===== src/rtl/gray_display_pkg.sv =====
// Shared types and constants for the Gray display sequencer.
// The mode enum, digit count and mode-to-LED mapping live here.
package gray_display_pkg;

  typedef enum logic [1:0] {
    MODE_MANUAL = 2'd0,
    MODE_AUTO   = 2'd1,
    MODE_STEP   = 2'd2
  } mode_t;

  localparam int N_DIGITS = 2;

  localparam logic [N_DIGITS-1:0] AN_BLANK = 2'b11;
  localparam logic [N_DIGITS-1:0] AN_CUR   = 2'b10;
  localparam logic [N_DIGITS-1:0] AN_PREV  = 2'b01;

  function automatic logic [2:0] mode_to_led(input mode_t m);
    unique case (m)
      MODE_AUTO: return 3'b010;
      MODE_STEP: return 3'b100;
      default:   return 3'b001;
    endcase
  endfunction

endpackage


===== src/rtl/gray_display_if.sv =====
// Board-side bundle: switches and buttons in,
// decoder code, anodes and mode LEDs out.
interface gray_display_if;
  import gray_display_pkg::*;

  logic [3:0]          sw;
  logic                btn_mode;
  logic                btn_step;
  logic [3:0]          code;
  logic [N_DIGITS-1:0] an_n;
  logic [2:0]          mode_led;

  modport master (
    output sw, btn_mode, btn_step,
    input  code, an_n, mode_led
  );

  modport slave (
    input  sw, btn_mode, btn_step,
    output code, an_n, mode_led
  );

endinterface


===== src/rtl/gray_display_sequencer_btn.sv =====
// Button conditioner: 2-FF sync, rising-edge pulse and
// a lockout window that swallows bounce after each press.
module btn_conditioner #(
  parameter int DEBOUNCE_CYC = 1_000_000
) (
  input  logic clk,
  input  logic rst_n,
  input  logic i_btn,
  output logic o_pulse
);

  localparam int CW =
    (DEBOUNCE_CYC > 1) ? $clog2(DEBOUNCE_CYC) : 1;

  logic          r_s1;
  logic          r_s2;
  logic          r_s3;
  logic [CW-1:0] r_lock;
  logic          w_edge;

  assign w_edge  = r_s2 & ~r_s3;
  assign o_pulse = w_edge && (r_lock == '0);

  always_ff @(posedge clk or negedge rst_n) begin
    if (!rst_n) begin
      r_s1   <= 1'b0;
      r_s2   <= 1'b0;
      r_s3   <= 1'b0;
      r_lock <= '0;
    end else begin
      r_s1 <= i_btn;
      r_s2 <= r_s1;
      r_s3 <= r_s2;
      // next accept lands DEBOUNCE_CYC cycles after this one
      if (o_pulse)
        r_lock <= CW'(DEBOUNCE_CYC - 1);
      else if (r_lock != '0)
        r_lock <= r_lock - CW'(1);
    end
  end

endmodule


===== src/rtl/gray_display_sequencer.sv =====
// Selects the value for the shared Gray decoder and
// scans it across the current/previous digit pair.
module gray_display_sequencer
  import gray_display_pkg::*;
#(
  parameter int TICK_DIV     = 50_000_000,
  parameter int SCAN_DIV     = 50_000,
  parameter int DEBOUNCE_CYC = 1_000_000
) (
  input logic           clk,
  input logic           rst_n,
  gray_display_if.slave bus
);

  localparam int TW  =
    (TICK_DIV > 1) ? $clog2(TICK_DIV) : 1;
  localparam int SCW =
    (SCAN_DIV > 1) ? $clog2(SCAN_DIV) : 1;

  logic [3:0]          r_sw1;
  logic [3:0]          r_sw2;
  logic                w_mode_p;
  logic                w_step_p;
  mode_t               r_mode;
  mode_t               w_mode_nxt;
  logic [3:0]          r_cur;
  logic [3:0]          w_cur_nxt;
  logic [3:0]          r_prev;
  logic [3:0]          w_prev_nxt;
  logic [TW-1:0]       r_tick;
  logic [TW-1:0]       w_tick_nxt;
  logic                w_tick;
  logic [SCW-1:0]      r_scan;
  logic [SCW-1:0]      w_scan_nxt;
  logic                w_wrap;
  logic                r_sel;
  logic                w_sel_nxt;
  logic [3:0]          r_code;
  logic [N_DIGITS-1:0] r_an;
  logic [2:0]          r_led;

  btn_conditioner #(
    .DEBOUNCE_CYC(DEBOUNCE_CYC)
  ) u_btn_mode (
    .clk     (clk),
    .rst_n   (rst_n),
    .i_btn   (bus.btn_mode),
    .o_pulse (w_mode_p)
  );

  btn_conditioner #(
    .DEBOUNCE_CYC(DEBOUNCE_CYC)
  ) u_btn_step (
    .clk     (clk),
    .rst_n   (rst_n),
    .i_btn   (bus.btn_step),
    .o_pulse (w_step_p)
  );

  always_ff @(posedge clk or negedge rst_n) begin
    if (!rst_n) r_mode <= MODE_MANUAL;
    else        r_mode <= w_mode_nxt;
  end

  always_comb begin
    w_mode_nxt = r_mode;
    if (w_mode_p) begin
      unique case (r_mode)
        MODE_MANUAL: w_mode_nxt = MODE_AUTO;
        MODE_AUTO:   w_mode_nxt = MODE_STEP;
        default:     w_mode_nxt = MODE_MANUAL;
      endcase
    end
  end

  // a mode pulse freezes cur and beats any coincident tick/step
  always_comb begin
    w_tick = (r_mode == MODE_AUTO) &&
             (r_tick == TW'(TICK_DIV - 1));
    w_tick_nxt = '0;
    if (r_mode == MODE_AUTO && !w_mode_p && !w_tick)
      w_tick_nxt = r_tick + TW'(1);
    w_cur_nxt = r_cur;
    if (!w_mode_p) begin
      unique case (r_mode)
        MODE_MANUAL: w_cur_nxt = r_sw2;
        MODE_AUTO:
          if (w_tick) w_cur_nxt = r_cur + 4'd1;
        MODE_STEP:
          if (w_step_p) w_cur_nxt = r_cur + 4'd1;
        default: w_cur_nxt = r_cur;
      endcase
    end
    w_prev_nxt = (w_cur_nxt != r_cur) ? r_cur : r_prev;
    w_wrap     = (r_scan == SCW'(SCAN_DIV - 1));
    w_scan_nxt = w_wrap ? '0 : r_scan + SCW'(1);
    w_sel_nxt  = r_sel ^ w_wrap;
  end

  always_ff @(posedge clk or negedge rst_n) begin
    if (!rst_n) begin
      r_sw1  <= '0;
      r_sw2  <= '0;
      r_cur  <= '0;
      r_prev <= '0;
      r_tick <= '0;
      r_scan <= '0;
      r_sel  <= 1'b0;
      r_code <= '0;
      r_an   <= AN_CUR;
      r_led  <= mode_to_led(MODE_MANUAL);
    end else begin
      r_sw1  <= bus.sw;
      r_sw2  <= r_sw1;
      r_cur  <= w_cur_nxt;
      r_prev <= w_prev_nxt;
      r_tick <= w_tick_nxt;
      r_scan <= w_scan_nxt;
      r_sel  <= w_sel_nxt;
      r_code <= w_sel_nxt ? w_prev_nxt : w_cur_nxt;
      r_an   <= w_wrap ? AN_BLANK :
                (w_sel_nxt ? AN_PREV : AN_CUR);
      r_led  <= mode_to_led(w_mode_nxt);
    end
  end

  assign bus.code     = r_code;
  assign bus.an_n     = r_an;
  assign bus.mode_led = r_led;

endmodule


===== src/flat_wrapper.sv =====
// flat-port wrapper written by rule: the top's interface ports become plain ports
module gray_display_sequencer_flat import gray_display_pkg::*;
#(
  parameter int TICK_DIV     = 50_000_000,
  parameter int SCAN_DIV     = 50_000,
  parameter int DEBOUNCE_CYC = 1_000_000
)
  (clk, rst_n, bus_sw, bus_btn_mode, bus_btn_step, bus_code, bus_an_n, bus_mode_led);
  gray_display_if bus_i ();
  input logic clk;
  input logic rst_n;
  input wire logic [$bits(bus_i.sw)-1:0] bus_sw;
  input wire logic [$bits(bus_i.btn_mode)-1:0] bus_btn_mode;
  input wire logic [$bits(bus_i.btn_step)-1:0] bus_btn_step;
  output wire logic [$bits(bus_i.code)-1:0] bus_code;
  output wire logic [$bits(bus_i.an_n)-1:0] bus_an_n;
  output wire logic [$bits(bus_i.mode_led)-1:0] bus_mode_led;
  assign bus_i.sw = bus_sw;
  assign bus_i.btn_mode = bus_btn_mode;
  assign bus_i.btn_step = bus_btn_step;
  assign bus_code = bus_i.code;
  assign bus_an_n = bus_i.an_n;
  assign bus_mode_led = bus_i.mode_led;
  gray_display_sequencer #(.TICK_DIV(TICK_DIV), .SCAN_DIV(SCAN_DIV), .DEBOUNCE_CYC(DEBOUNCE_CYC)) u_core (.clk(clk), .rst_n(rst_n), .bus(bus_i));
endmodule

===== config.mk =====
export PLATFORM = sky130hd
export DESIGN_NAME = gray_display_sequencer_flat
export DESIGN_NICKNAME = d
export VERILOG_FILES = /design/src/rtl/gray_display_pkg.sv /design/src/rtl/gray_display_if.sv /design/src/rtl/gray_display_sequencer_btn.sv /design/src/rtl/gray_display_sequencer.sv /design/src/flat_wrapper.sv
export SDC_FILE = /design/constraint.sdc
export NUM_CORES = 1
export LEC_CHECK = 0
export CAP_MARGIN = 20
export CORE_MARGIN = 2
export CORE_UTILIZATION = 35
export CTS_CLUSTER_SIZE = 24
export DETAILED_ROUTE_END_ITERATION = 6
export PLACE_DENSITY = 0.57
export SKIP_CTS_REPAIR_TIMING = 1
export SLEW_MARGIN = 25
export SYNTH_ARGS = -nofsm -noshare
export SYNTH_HDL_FRONTEND = slang
export SYNTH_SLANG_ARGS = --single-unit

===== constraint.sdc =====
create_clock -name clk -period 3.27 [get_ports clk]
set_input_delay 0.327 -clock clk [delete_from_list [all_inputs] [get_ports clk]]
set_output_delay 0.327 -clock clk [all_outputs]
set_load 0.01 [all_outputs]

== Word level (Yosys, flattened, before mapping) ==
Index checks and enable logic that the tools add are counted.
Operators by class
  bitwise gates (word level): 5
  $add $sub $neg: 5
  equal/unequal tests: 7
  multiplexer cells: 17
  reductions and logical operators: 14
Operator list (number)
  $mux W20: 4
  $logic_not A20 Y1: 2
  $reduce_bool A20 Y1: 2
  $sub A20 B1 Y20 const B: 2
  $add A26 B1 Y26 const B: 1
  $eq A26 B26 Y1 const B: 1
  $mux W26: 1
  $mux W4: 5
  $add A16 B1 Y16 const B: 1
  $eq A16 B16 Y1 const B: 1
  $mux W16: 1
  $pmux W4 S3: 1
  $mux W2: 3
  $pmux W3 S2: 1
  $logic_and A1 B1 Y1: 5
  $add A4 B1 Y4 const B: 1
  $eq A2 B1 Y1 const B: 2
  $eq A2 B2 Y1 const B: 2
  $ne A4 B4 Y1: 1
  $pmux W2 S2: 1
  $reduce_bool A2 Y1: 2
  $and A1 B1 Y1: 2
  $logic_not A1 Y1: 2
  $logic_not A2 Y1: 1
  2 further kinds: 3
Word-level totals
  output and inout bits: 9
  word-level logic and storage cells: 67
  bits of input ports: 8
  flip-flop bits (word level): 116

== Depth between registers and ports, before layout ==
  word-level depth: 9
  depth in mapped cells: 11
  mapped depth without buffers: 10

== Hierarchy ==
A second synthesis with hierarchy kept.
Unflattened totals
  cells, all modules: 564
  area total of the unflattened synthesis: 5805.6 µm²
By module, submodules not included
  gray_display_sequencer: times used 1, cells each 347, area an instance 3478.3 µm², sequential area each 1754.2 µm²
  btn_conditioner (u_core.u_btn_mode): times used 1, cells each 115, area an instance 1199.9 µm², sequential area each 575.6 µm²
  btn_conditioner (u_core.u_btn_step): times used 1, cells each 102, area an instance 1127.3 µm², sequential area each 575.6 µm²

== Least setup slack after synthesis ==
No wires, ideal clock.
  path type: reg2reg
  start point: register u_core.u_btn_step.r_lock[2]
  end point: register u_core.r_code[0], in the netlist u_core.bus.code[0]
  clock period less this slack: 3.038 ns
  slack: 0.232 ns
  cell stages (with the launch flop): 11
  path buffers: 2
  data required time: 3.130 ns
  library setup time: 0.140 ns
  arrival: 2.898 ns
  cell sequence: dfrtp_1 > or4_4 > or3_1 > buf_2 > or4_1 > buf_2 > a211o_1 > a22oi_2 > o21ai_0 > a31oi_2 > a222oi_1
On the way
  longest elaborated chain between the ends: 8
RTL lines
  start, declared: line gray_display_sequencer_btn.sv:18  | logic [CW-1:0] r_lock;
  start signal, assigned: line gray_display_sequencer_btn.sv:36  | r_lock <= CW'(DEBOUNCE_CYC - 1);
  start signal, assigned: line gray_display_sequencer_btn.sv:38  | r_lock <= r_lock - CW'(1);
  $logic_not A20 Y1 *: line gray_display_sequencer_btn.sv:22  | assign o_pulse = w_edge && (r_lock == '0);
  $logic_and A1 B1 Y1 *: line gray_display_sequencer_btn.sv:22
  $mux W4 *: line gray_display_sequencer.sv:90  | if (w_step_p) w_cur_nxt = r_cur + 4'd1;
  $pmux W4 S3 *: line gray_display_sequencer.sv:85  | unique case (r_mode)
  $mux W4 *: line gray_display_sequencer.sv:84  | if (!w_mode_p) begin
  $ne A4 B4 Y1: line gray_display_sequencer.sv:94  | w_prev_nxt = (w_cur_nxt != r_cur) ? r_cur : r_prev;
  $mux W4: line gray_display_sequencer.sv:94
  $mux W4 *: line gray_display_sequencer.sv:120  | r_code <= w_sel_nxt ? w_prev_nxt : w_cur_nxt;
  end signal, assigned: line gray_display_sequencer.sv:120
  end, declared: line gray_display_sequencer.sv:38  | logic [3:0] r_code;
Mark *: on every way between the ends. The rest lies on a longest branch, timed or not.
A chain may end at the register's enable or synchronous reset.

== Final worst setup path ==
  start point: register u_core.u_btn_step.r_lock[2]
  end point: register u_core.r_code[1], in the netlist u_core.bus.code[1]
The elaborated chain is that of the path after synthesis.

==> flow_summary.yaml <==
clock_tree:
  cts_buffer_depth: 2
  htree_num_levels: 4
  clkSlewWorstSetupHoldPaths_ps: 50
  ctsRootBufferMaster: "clkbuf_16"
  numCtsBuffers: 17
  cts_sinks: 116
  clkLatencyLatePin_ps: 410
  cts_tree: "done"
worst_setup_path:
  cp_cell_sequence: "or4_4 -> or3_1 -> or4_1 -> a211o_1 -> a22oi_2 -> o21ai_0 -> a31oi_2 -> a222oi_1"
  r2r-end: "u_core.bus.code[1]"
  start_kind: "flop"
  rr_worst_depth: 8
  cpPeakStageDelay_ps: 640
  cp.arrival_ps: 3420
  cp-end-kind: "flop"
  required_ps: 3540
  r2r_slack_ps: 110
  r2r_start: "u_core.u_btn_step.r_lock[2]"
  worstPathMaxFanout: 5
  slowest_stage: "or4_1"
  path_class: "reg2reg"
sta:
  fin_crit_sh_pct: 96.6
  hold_violations: 22
  tightest_slew_ps: 751
  maxSlewViolCount: 0
  skew_ps: 7.74
  rsz0062_at_grt: "no"
  finalCriticalPeriod_ps: 3160
  max_freq_mhz: 317
  relSlewSlack_pct: 49.2
  finalSetupViolations: 0
  finalSetupTns_ps: 0
  hold_ws_ps: -24.3
grt:
  grt_max_degree: 60
  grt_pass1_wl_um: 18900
  grt_pass1_vias: 4024
  grt-ovfl-total: 0
  grtUsageTotal_pct: 14.2
  antenna_found_initial: 0
finish:
  syn_to_final_growth_pct: 19.7
  nets: 610
  antenna_cells: 0
  final_common_cell: "dfrtp_1"
  stdcell_area_sq_mm: 0.00659
  drive_above_1_share_pct: 9.42
  layout_common_cells: "dfrtp_1 (114), nor2_1 (79), nand2_1 (43)"
  fin_util_pct: 43.1
  layout.cells.non_filler: 816
placed_design:
  io_buffer_count: 16
  place_area_sq_mm: 0.00597
  gp_congestion: 0.817
  hpwl_um: 7200
  dp_cells: 782
drt:
  routedWlPerCell_um: 13.2
  route.detailed.drc: 0
  vias: 4088
  drt-total-wl_um: 10800
  ant_nets: 0
  drtPass1Iterations: 4
  viasPerCell: 5.01
  drt_iter0_markers: 215
synthesis:
  ys_seq_area_share_pct: 52.7
  synth.distinct_cells: 53
  synth_top_cell_area_share_pct: 51.8
  postSynthAreaPerCell_sq_um: 9.82
  ys_warn_count: 0
  yosys-top-cells-area: "dfrtp_1 (52%), nor2_1 (5.4%), xnor2_1 (4.6%), xor2_1 (4.6%), nand2_1 (2.9%)"
  ys_ff_latch: 116
  synth_area_sq_mm: 0.00551
  synth_nets: 579
  ys.flop_type: "dfrtp_1"
  yosys.area.top_type: "dfrtp_1"
  synth-async-reset-ratio_pct: 100
  synth-edff-count: 0
  syn_inst: 561
run_status:
  run_status: "finished with violations"
  violations: "hold timing"
floorplan:
  die_h_um: 129
  boundaryPins: 17
  rows: 45
  chipWidth_um: 129
  start_util_pct: 36.0
  core_sq_mm: 0.0153
  dieArea_sq_mm: 0.0168
pwr:
  p_int_mw: 3.22
  switching_share_pct: 26.5
  pwr-share-clk_pct: 43.7
  vdd_drop_max_v: 0.000322
  pwr-share-comb_pct: 13.4
  power_frac_seq_pct: 42.9
  power.switching_mw: 1.16
  power_density_mw_per_mm2: 665
  power_leakage_nw: 2.85
job:
  cap_violations: 0
hold_path:
  hp-class: "in2async"
-- worst max-delay path by stage --
stage	from	endpoint	slack [ps]	cells past startpoint
3_5_place_dp	u_core.u_btn_step.r_lock[2]	u_core.bus.code[1]	160	8
2_1_floorplan	u_core.u_btn_step.r_lock[2]	u_core.bus.code[0]	230	10
4_1_cts	u_core.u_btn_step.r_lock[2]	u_core.bus.code[1]	150	8
5_1_grt	u_core.u_btn_step.r_lock[2]	u_core.bus.code[1]	0.5	8
3_3_place_gp	u_core.u_btn_step.r_lock[2]	u_core.bus.code[2]	210	8
6_report	u_core.u_btn_step.r_lock[2]	u_core.bus.code[1]	110	8
-- kinds of logic (layout without fill, tap and decap cells) --
family	count (synthesis)	in the layout	synth area share, %
AND/OR/NAND/NOR	243	243	21.9
flip-flops	116	116	52.7
AO/OA/AOI/OAI	83	83	9.52
XOR/XNOR	58	58	9.22
buffers and inverters	44	88	3.04
adder cells (fa/ha/maj)	10	10	2.27
multiplexers	7	7	1.32
-- area by class of cell --
cell class,instances,area [sq um]
Clock buffer,22,454
Clock inverter,10,155
Fill cell,1485,8720
Inverter,24,90.1
Multi-Input combinational cell,401,2430
Sequential cell,116,2910
Tap cell,211,264
Timing Repair Buffer,32,290
-- layer usage --
layer / vias to the layer above / track usage [%] / share of wire (%)
li1: 2012 / - / -
met1: 1983 / 17.9 / 48
met2: 83 / 22.7 / 47
met3: 10 / 5.49 / 4.7
met4: 0 / 4.36 / 1.2
met5: - / 0 / 0
-- worst max-delay path, delay by kind of cell (launching register included) --
family / cells / cell delay, ps
flops: 1 / 420
compound gates: 5 / 1060
simple gates: 3 / 1540
-- per-stage QoR --
stage          hold slack (ps)  power (mW)  setup WS, ps
6_report                 -24.3        4.38           112
5_1_grt                   32.0        4.62         0.463
2_1_floorplan             31.4        2.28           232
3_3_place_gp               333        2.45           211
3_5_place_dp               335        2.49           160
4_1_cts                   11.0        4.43           149
-- Yosys cell counts (3+ instances only) --
cell type	instances
dfrtp_1	114
nor2_1	79
nand2_1	43
xnor2_1	29
xor2_1	29
a21oi_1	28
nand3_1	26
inv_1	24
o21ai_0	20
nor3_1	19
clkbuf_1	18
and3_1	12
nand4_1	12
ha_1	10
a211oi_1	9
nor4_1	9
nor2b_1	7
or3_1	7
and2_1	6
a31oi_1	5
mux2i_1	5
or4_1	5
nand2b_1	4
nor4b_1	4
a222oi_1	3
-- registers in the layout, indices dropped and copies added (netlist names) --
signal,cells
u_core.bus.an_n,2
u_core.bus.code,4
u_core.bus.mode_led,3
u_core.r_cur,4
u_core.r_mode,2
u_core.r_prev,4
u_core.r_scan,16
u_core.r_sel,1
u_core.r_sw1,4
u_core.r_sw2,4
u_core.r_tick,26
u_core.u_btn_mode.r_lock,20
u_core.u_btn_mode.r_s1,1
u_core.u_btn_mode.r_s2,1
u_core.u_btn_mode.r_s3,1
u_core.u_btn_step.r_lock,20
u_core.u_btn_step.r_s1,1
u_core.u_btn_step.r_s2,1
u_core.u_btn_step.r_s3,1
-- power groups by stage --
stage / registers (mW) / clock network (mW) / logic (mW)
after floorplan: 1.84 / 0 / 0.445
after global placement: 1.88 / 0 / 0.572
after detailed placement: 1.90 / 0 / 0.593
after CTS: 1.88 / 1.95 / 0.599
after global routing: 1.91 / 2.03 / 0.678
final: 1.88 / 1.91 / 0.589
Power figures use the tool's default switching activity.
